`src/rtl/gs_sdram_arb.sv`:
```
// gs_sdram_arb: shares the General Sound SDRAM port between the ROM loader,
// GS Z80 memory cycles and refresh. Requests are captured as edge events into
// pending flags and served one command at a time (RF > LDR > WR > RD).
// Optional feature macro: GS_ARB_FORCE_RFSH_EN (forced refresh after RFSH_MAX
// cycles without one).
module gs_sdram_arb #(
  parameter int unsigned LDR_SEL_BIT = 31,
  parameter int unsigned LDR_AW      = 15,
  parameter int unsigned RFSH_MAX    = 1024
) (
  input  logic        clk_sys,
  input  logic        reset,
  input  logic        loader_act,
  input  logic [31:0] loader_a,
  input  logic [7:0]  loader_d,
  input  logic        loader_wr,
  output logic        ldr_busy,
  input  logic [20:0] gs_ma,
  input  logic [7:0]  gs_mdo,
  input  logic        gs_mrd_n,
  input  logic        gs_mwe_n,
  input  logic        gs_mrfsh_n,
  output logic [7:0]  gs_mdi,
  output logic        gs_done,
  output logic [24:0] sdr_a,
  output logic [7:0]  sdr_di,
  output logic        sdr_wr,
  output logic        sdr_rd,
  output logic        sdr_rfsh,
  input  logic [7:0]  sdr_do,
  input  logic        sdr_idle
);

  typedef enum logic [2:0] {ST_IDLE, ST_ISSUE, ST_WBUSY, ST_WIDLE, ST_DONE} state_t;
  typedef enum logic [1:0] {SEL_RF, SEL_LDR, SEL_WR, SEL_RD} sel_t;

  state_t              r_state, w_state_nxt;
  sel_t                r_sel, w_pick;
  logic                r_ldr_wr_q, r_mrd_q, r_mwe_q, r_mrfsh_q;
  logic                r_pend_rf, r_pend_ldr, r_pend_wr, r_pend_rd;
  logic [LDR_AW-1:0]   r_ldr_a;
  logic [7:0]          r_ldr_d;
  logic [1:0]          r_wcnt;
  logic                w_ev_ldr, w_ev_wr, w_ev_rd, w_ev_rf, w_force_rf;
  logic                w_any_pend, w_issue, w_finish;
  logic                w_clr_rf, w_clr_ldr, w_clr_wr, w_clr_rd;
  logic                w_unused;

  // Only the select bit and the forwarded low bits of loader_a matter.
  assign w_unused = ^loader_a;

  // Edge-detect history; loading it during reset means held levels make no event.
  always_ff @(posedge clk_sys) begin
    r_ldr_wr_q <= loader_wr;
    r_mrd_q    <= gs_mrd_n;
    r_mwe_q    <= gs_mwe_n;
    r_mrfsh_q  <= gs_mrfsh_n;
  end

  assign w_ev_ldr = loader_wr & ~r_ldr_wr_q & loader_act & loader_a[LDR_SEL_BIT];
  assign w_ev_rd  = ~gs_mrd_n & r_mrd_q & ~loader_act;
  assign w_ev_wr  = ~gs_mwe_n & r_mwe_q & ~loader_act;
  assign w_ev_rf  = (~gs_mrfsh_n & r_mrfsh_q & ~loader_act) | w_force_rf;

`ifdef GS_ARB_FORCE_RFSH_EN
  localparam int unsigned RCW = $clog2(RFSH_MAX);
  logic [RCW-1:0] r_rcnt;

  // Cycles since the last issued refresh, saturating at RFSH_MAX-1.
  always_ff @(posedge clk_sys) begin
    if (reset || w_clr_rf) begin
      r_rcnt <= '0;
    end else if (r_rcnt != RCW'(RFSH_MAX - 1)) begin
      r_rcnt <= r_rcnt + 1'b1;
    end
  end

  // Gated by the pending flag so a single forced request is raised per interval.
  assign w_force_rf = (r_rcnt == RCW'(RFSH_MAX - 1)) & ~r_pend_rf;
`else
  assign w_force_rf = 1'b0;
`endif

  assign w_any_pend = r_pend_rf | r_pend_ldr | r_pend_wr | r_pend_rd;
  assign ldr_busy   = r_pend_ldr | ((r_state != ST_IDLE) && (r_sel == SEL_LDR));

  // Fixed-priority pick among pending requests.
  always_comb begin
    w_pick = SEL_RD;
    if (r_pend_rf)       w_pick = SEL_RF;
    else if (r_pend_ldr) w_pick = SEL_LDR;
    else if (r_pend_wr)  w_pick = SEL_WR;
  end

  // Next-state logic for the command sequencer.
  always_comb begin
    w_state_nxt = r_state;
    w_issue     = 1'b0;
    w_finish    = 1'b0;
    case (r_state)
      ST_IDLE: begin
        if (w_any_pend && sdr_idle) begin
          w_state_nxt = ST_ISSUE;
          w_issue     = 1'b1;
        end
      end
      ST_ISSUE: w_state_nxt = ST_WBUSY;
      ST_WBUSY: begin
        if (!sdr_idle || (r_wcnt == 2'd3)) w_state_nxt = ST_WIDLE;
      end
      ST_WIDLE: begin
        if (sdr_idle) begin
          w_state_nxt = ST_DONE;
          w_finish    = 1'b1;
        end
      end
      ST_DONE: w_state_nxt = ST_IDLE;
      default: w_state_nxt = ST_IDLE;
    endcase
  end

  assign w_clr_rf  = w_issue && (w_pick == SEL_RF);
  assign w_clr_ldr = w_issue && (w_pick == SEL_LDR);
  assign w_clr_wr  = w_issue && (w_pick == SEL_WR);
  assign w_clr_rd  = w_issue && (w_pick == SEL_RD);

  // State register.
  always_ff @(posedge clk_sys) begin
    if (reset) r_state <= ST_IDLE;
    else       r_state <= w_state_nxt;
  end

  // Command pulses, address/data and flag clears are registered on the edge
  // entering ISSUE, so they are visible for exactly the ISSUE cycle; likewise
  // gs_done/gs_mdi are loaded on the edge entering DONE.
  always_ff @(posedge clk_sys) begin
    if (reset) begin
      r_pend_rf  <= 1'b0;
      r_pend_ldr <= 1'b0;
      r_pend_wr  <= 1'b0;
      r_pend_rd  <= 1'b0;
      r_ldr_a    <= '0;
      r_ldr_d    <= '0;
      r_sel      <= SEL_RF;
      r_wcnt     <= '0;
      sdr_a      <= '0;
      sdr_di     <= '0;
      sdr_wr     <= 1'b0;
      sdr_rd     <= 1'b0;
      sdr_rfsh   <= 1'b0;
      gs_done    <= 1'b0;
      gs_mdi     <= '0;
    end else begin
      sdr_wr   <= 1'b0;
      sdr_rd   <= 1'b0;
      sdr_rfsh <= 1'b0;
      gs_done  <= 1'b0;

      // A new event wins over a same-cycle clear so it is never lost.
      r_pend_rf  <= w_ev_rf  | (r_pend_rf  & ~w_clr_rf);
      r_pend_ldr <= w_ev_ldr | (r_pend_ldr & ~w_clr_ldr);
      r_pend_wr  <= w_ev_wr  | (r_pend_wr  & ~w_clr_wr);
      r_pend_rd  <= w_ev_rd  | (r_pend_rd  & ~w_clr_rd);

      if (w_ev_ldr) begin
        r_ldr_a <= loader_a[LDR_AW-1:0];
        r_ldr_d <= loader_d;
      end

      if (r_state == ST_WBUSY) r_wcnt <= r_wcnt + 1'b1;
      else                     r_wcnt <= '0;

      if (w_issue) begin
        r_sel <= w_pick;
        case (w_pick)
          SEL_RF:  sdr_rfsh <= 1'b1;
          SEL_LDR: begin
            sdr_wr <= 1'b1;
            sdr_a  <= 25'(r_ldr_a);
            sdr_di <= r_ldr_d;
          end
          SEL_WR: begin
            sdr_wr <= 1'b1;
            sdr_a  <= {4'b0, gs_ma};
            sdr_di <= gs_mdo;
          end
          default: begin
            sdr_rd <= 1'b1;
            sdr_a  <= {4'b0, gs_ma};
          end
        endcase
      end

      if (w_finish) begin
        if (r_sel == SEL_RD) gs_mdi <= sdr_do;
        gs_done <= (r_sel == SEL_RD) || (r_sel == SEL_WR);
      end
    end
  end

endmodule

```
`config.mk`:
```
export PLATFORM = sky130hd
export DESIGN_NAME = gs_sdram_arb
export DESIGN_NICKNAME = d
export VERILOG_FILES = /design/src/rtl/gs_sdram_arb.sv
export SDC_FILE = /design/constraint.sdc
export NUM_CORES = 1
export LEC_CHECK = 0
export CAP_MARGIN = 20
export CORE_MARGIN = 2
export CORE_UTILIZATION = 30
export CTS_BUF_LIST = sky130_fd_sc_hd__clkbuf_4 sky130_fd_sc_hd__clkbuf_8
export DETAILED_ROUTE_END_ITERATION = 10
export GPL_ROUTABILITY_DRIVEN = 0
export PLACE_DENSITY = 0.67
export SYNTH_ARGS = -nofsm -noshare
export SYNTH_HDL_FRONTEND = slang
export SYNTH_SLANG_ARGS = --single-unit
```
`constraint.sdc`:
```
create_clock -name clk_sys -period 5.12 [get_ports clk_sys]
set_input_delay 0.512 -clock clk_sys [delete_from_list [all_inputs] [get_ports clk_sys]]
set_output_delay 0.512 -clock clk_sys [all_outputs]
set_load 0.05 [all_outputs]
```
==> impl_metrics.toml, run 1 <==
[die]
initial_core_util = 0.305
die_w_um = 109
die-area_mm2 = 0.0118
rows = 38
ios = 131
dieHeight_um = 109
core_area_mm2 = 0.0108

[place]
portBuffers = 110
placed_area_mm2 = 0.00444
hpwl_um = 6180

[sta]
max_freq_mhz = 401
skew_ns = 0.00686
tns_ns = 0
max-slew-margin-rel = 0.349
slew_violations = 0
worst_pin_slew_ns = 0.975
setup_viol = 0
hold_violations = 0
post-route-min-period_ns = 2.49
min_period_over_period = 0.487
rsz0062_at_grt = "no"

[worst_setup_path]
cp_top_family = "buffers and inverters"
crit_cells = 3
r2r_cells = 3
cp_data_arrival_time_ns = 1.98
reg2reg_slack_ns = 2.66
crit_fanout = 27
worstReg2RegEnd = "sdr_a[20]$_SDFFE_PP0P_"
crit_path_cell_trace = "buf_4 > o21bai_1 > clkdlybuf4s50_1"
end_kind = "primary output"
path_buf_inv = 2
slowest_stage = "clkdlybuf4s50_1"
timing.rr.start = "r_pend_rf$_SDFF_PP0_"
crit_path_max_incr_delay_ns = 0.83
crit_type = "flip-flop to primary output"
cp-start-kind = "flip-flop"
required_ns = 4.61
crit_end = "ldr_busy"
crit_start = "r_pend_ldr$_SDFF_PP0_"

[cts]
clk_path_buf_depth = 2
numCtsBuffers = 9
path_clk_slew_ns = 0.08
post_cts_buffers = 0
post_cts_resized = 0
clk_latency_ns = 0.35
cts_sinks = 79
holdBufCountCts = 0
htreeDepth = 3
clockRootBuffer = "clkbuf_8"
tritoncts = "yes"

[global_routing]
grt_max_degree = 73
grt_pass1_wl_um = 14500
grt_pass1_vias = 2992
antenna_found_initial = 0
overflow = 0
grt_usage = 0.156

[yosys]
synth-seq-area-share = 0.480
synthCells = 374
synth_edf_count = 0
synth_cell_type_count = 44
synth_most_common_cell = "dfxtp_1"
async_reset_ff_frac = 0
syn_area_per_cell_um2 = 8.81
synth_top_cell_by_area = "dfxtp_1"
synthFlopType = "dfxtp_1"
ys_warn_count = 0
synth_area_mm2 = 0.00330
synth_area_leaders = "dfxtp_1, a21oi_1, nand2_1"
synth-seq-cells = 79
synthTopCellsByCount = "dfxtp_1, nand2_1, a21oi_1, clkbuf_1, nor3_1"
yosys.area.top_type_share = 0.480

[detailed_routing]
avgRoutedWirePerCell_um = 14.8
vias = 3039
dr.pass1.iters = 7
drt-total-wl_um = 9020
detail-route-antenna-nets = 0
drc_errors = 0
drt_iter0_drc = 175
viasPerCell = 5.00

[hold_path]
hold_path.class = "flip-flop to flip-flop"

[finish]
syn_to_final_growth_pct = 42.1
layout-drive-gt1-share = 0.0876
final_nets = 549
fin_util = 0.434
stdcell_area_mm2 = 0.00468
antennaDiodeCount = 0

[power_and_ir_drop]
power_per_cell_area_mw_per_mm2 = 317
irDropWorstVdd_mv = 0.149
p_leak_nw = 1.60

[outcome]
outcome = "finished, final reports clean"

[run]
maxCapViolCount = 0
==> cell usage in the layout (no fill, tap or decap), drive strengths merged, types with 2 or more instances in the layout <==
cell,count
and3,2
a211oi,8
bufinv,3
buf,6
mux2,15
clkbuf,10
nor4,17
clkdlybuf4s50,109
conb,4
o21ai,12
dfxtp,79
nor3,19
nand2b,7
nor2,9
a21oi,44
or4,2
nor2b,2
mux2i,14
nand3,11
inv,2
clkinv,3
nor3b,2
nand2,56
a31oi,15
==> layout make-up <==
type	count	area, um^2
Fill cell	1091	6110
Sequential cell	79	1580
Multi-Input combinational cell	255	1530
Timing Repair Buffer	115	1140
Tap cell	140	175
Clock buffer	10	138
Clock inverter	6	108
Inverter	3	11.3
==> logic make-up (layout without fill, tap and decap cells) <==
kind of cell    after synthesis  after routing  synth area share
simple gates                135            135             0.214
compound gates               86             86             0.149
flops                        79             79             0.480
buf+inv                      43            134            0.0585
mux                          29             29            0.0938
fa+ha+maj                     1              1           0.00380
other cells                   1              4           0.00114
==> how the worst min path moves through the flow <==
stage / start / end / slack (ns) / depth (start not counted)
detailed placement: r_wcnt[0]$_SDFF_PP0_ / r_wcnt[0]$_SDFF_PP0_ / 0.43 / 1
CTS: r_wcnt[0]$_SDFF_PP0_ / r_wcnt[0]$_SDFF_PP0_ / 0.44 / 1
floorplan: r_wcnt[0]$_SDFF_PP0_ / r_wcnt[0]$_SDFF_PP0_ / 0.40 / 1
global placement: r_wcnt[0]$_SDFF_PP0_ / r_wcnt[0]$_SDFF_PP0_ / 0.42 / 1
finish: r_wcnt[0]$_SDFF_PP0_ / r_wcnt[0]$_SDFF_PP0_ / 0.43 / 1
global route: r_wcnt[0]$_SDFF_PP0_ / r_wcnt[0]$_SDFF_PP0_ / 0.46 / 1
==> per-layer routing <==
metal | global-route usage | share of wire | up-vias
met5 | 0 | 0 | -
met1 | 0.197 | 0.44 | 1420
met4 | 0.0604 | 0.018 | 0
met3 | 0.0347 | 0.059 | 18
li1 | - | - | 1499
met2 | 0.259 | 0.49 | 102
==> state kept, by name, summed over array words and instances (netlist names), 2 cells and up <==
register	flops
sdr_di	8
sdr_a	21
r_sel	2
r_state	3
r_ldr_d	8
gs_mdi	8
r_ldr_a	15
r_wcnt	2
==> where the power goes <==
group	switching [W]	internal, W
Clock	0.000228	0.000335
Combinational	0.000149	0.000113
Sequential	0.0000194	0.000639
Total	0.000396	0.00109
==> worst register-to-register path, cell delays in order (launching register included) <==
cell      delay, ns
dfxtp_1        0.97
clkinv_1       0.78
nand3_2        0.42
mux2i_1        0.22
==> through the flow <==
stage / std cells / worst slack, ns / hold WS (ns) / power, W
floorplan: 377 / 3.32 / 0.404 / 0.000829
global placement: 591 / 2.43 / 0.415 / 0.000931
detailed placement: 592 / 2.36 / 0.430 / 0.000935
CTS: 608 / 2.59 / 0.442 / 0.00150
global route: 608 / 2.45 / 0.462 / 0.00155
finish: 608 / 2.63 / 0.435 / 0.00148
Power figures use the tool's default switching activity.
==> run 2, diff against run 1 <==
- clock period: 5.12 -> 2.6 ns (I/O delays scaled with it)
==> impl_metrics.toml, run 2 (same netlist as run 1, synthesis figures left out) <==
[worst_setup_path]
cp_data_arrival_time_ns = 2.12
end_kind = "flip-flop"
worstReg2RegEnd = "sdr_a[16]$_SDFFE_PP0P_"
cp-start-kind = "flip-flop"
crit_fanout = 18
reg2reg_slack_ns = 0.75
crit_type = "flip-flop to flip-flop"
r2r_cells = 3
required_ns = 2.87
timing.rr.start = "r_pend_wr$_SDFF_PP0_"

[finish]
fin_util = 0.433
fillers = 1084
mostFrequentLayoutCells = "clkdlybuf4s50_1, dfxtp_1, nand2_1"
top_regs = "sdr_a (21), r_ldr_a (15)"
multi_input_area_mm2 = 0.00153
largest_reg_flops = 21
final_nets = 555
seqCellArea_mm2 = 0.00158
syn_to_final_growth_pct = 41.8
regMostFlops = "sdr_a"
antennaDiodeCount = 0
layout-drive-gt1-share = 0.101
final_common_cell = "clkdlybuf4s50_1"

[detailed_routing]
avgRoutedWirePerCell_um = 14.6
drt_iter0_drc = 161
detail-route-antenna-nets = 0
dr.pass1.iters = 4
drc_errors = 0
vias = 3041
viasPerCell = 4.95
drt-total-wl_um = 8990

[place]
portBuffers = 110
hpwl_um = 6370

[sta]
skew_ns = 0.00471
worst_pin_slew_ns = 0.655
rsz0062_at_grt = "no"
max_freq_mhz = 539
post-route-min-period_ns = 1.85
min_period_over_period = 0.713
slew_violations = 0
max-slew-margin-rel = 0.563
hold_violations = 0
tns_ns = 0
setup_viol = 0

[die]
dieHeight_um = 109
core_area_mm2 = 0.0108
rows = 38
ios = 131
die_w_um = 109
die-area_mm2 = 0.0118
initial_core_util = 0.305

[power_and_ir_drop]
irDropWorstVdd_mv = 0.296
power_per_cell_area_mw_per_mm2 = 584
p_leak_nw = 1.62

[hold_path]
whs_path_depth = 2
min-delay-start = "reset"
hold_path.class = "input pin to flip-flop"
hold-path-endpoint = "gs_mdi[6]$_SDFFE_PP0P_"

[global_routing]
grt_max_degree = 35
overflow = 0
antenna_found_initial = 0
grt_pass1_vias = 2956
grt_pass1_wl_um = 14200
grt_usage = 0.153

[cts]
path_clk_slew_ns = 0.08
clk_latency_ns = 0.34
htreeDepth = 3
post_cts_buffers = 0
tritoncts = "yes"
clockRootBuffer = "clkbuf_8"
clk_path_buf_depth = 2
cts_sinks = 79
post_cts_resized = 0
numCtsBuffers = 9
holdBufCountCts = 0

[outcome]
outcome = "finished, final reports clean"

[run]
maxCapViolCount = 0
[run 2: changes by cell type in the layout (fill, tap and decap cells not counted)]
cell,previous run,this run
clkbuf_4,0,2
clkinvlp_4,1,0
bufinv_16,3,1
clkinv_2,2,3
clkdlybuf4s50_1,109,108
buf_4,4,12
buf_6,1,0
[run 2: layer usage]
metal | part of all wire | routed length (um) | GRT usage | up-vias
met2 | 0.49 | 4440 | 0.263 | 88
met5 | 0 | 0 | 0 | -
met3 | 0.057 | 511 | 0.0430 | 4
met4 | 0.0033 | 30 | 0.0302 | 0
met1 | 0.45 | 4010 | 0.191 | 1439
li1 | - | - | - | 1510
[run 2: report_power, final]
group          total (W)  internal (W)  switching, W  leakage [nW]
logic           0.000528      0.000230      0.000298         0.867
registers        0.00129       0.00126     0.0000340         0.642
clock network   0.000910      0.000487      0.000423         0.107
total            0.00273       0.00198      0.000755          1.62
[run 2: how the worst max path moves through the flow]
stage                                       start                     end  slack [ns]  cells after the start
after global placement                   sdr_idle   r_sel[1]$_SDFFE_PP0N_        0.44                      5
after floorplan           r_state[1]$_SDFFE_PP0P_  sdr_a[11]$_SDFFE_PP0P_        0.96                      6
after global routing         r_pend_wr$_SDFF_PP0_  sdr_a[20]$_SDFFE_PP0P_        0.65                      3
after CTS                    r_pend_wr$_SDFF_PP0_  sdr_a[16]$_SDFFE_PP0P_        0.73                      3
final                        r_pend_wr$_SDFF_PP0_  sdr_a[16]$_SDFFE_PP0P_        0.75                      3
after detailed placement                 sdr_idle   r_sel[1]$_SDFFE_PP0N_        0.43                      5
[run 2: final cells by class]
cell class | count | share of cell area
flip-flops and latches | 79 | 0.338
multi-input cells | 255 | 0.328
repair buffers | 121 | 0.252
well taps | 140 | 0.0375
clock buffers | 12 | 0.0327
clock inverters | 4 | 0.00964
inverters | 3 | 0.00241
[run 2: stage by stage]
step	setup WS, ns	instances	cell area, um^2	hold slack, ns	total power, W
floorplan	0.964	377	3310	0.288	0.00163
global placement	0.436	598	4480	0.415	0.00184
detailed placement	0.427	598	4480	0.420	0.00185
CTS	0.734	614	4670	0.264	0.00276
global route	0.652	614	4670	0.265	0.00286
finish	0.746	614	4670	0.275	0.00273
[run 2: worst max-delay path, stage by stage (launching register included)]
cell,delay [ns]
dfxtp_1,0.40
or4_1,0.84
nand3_2,0.34
mux2i_1,0.21
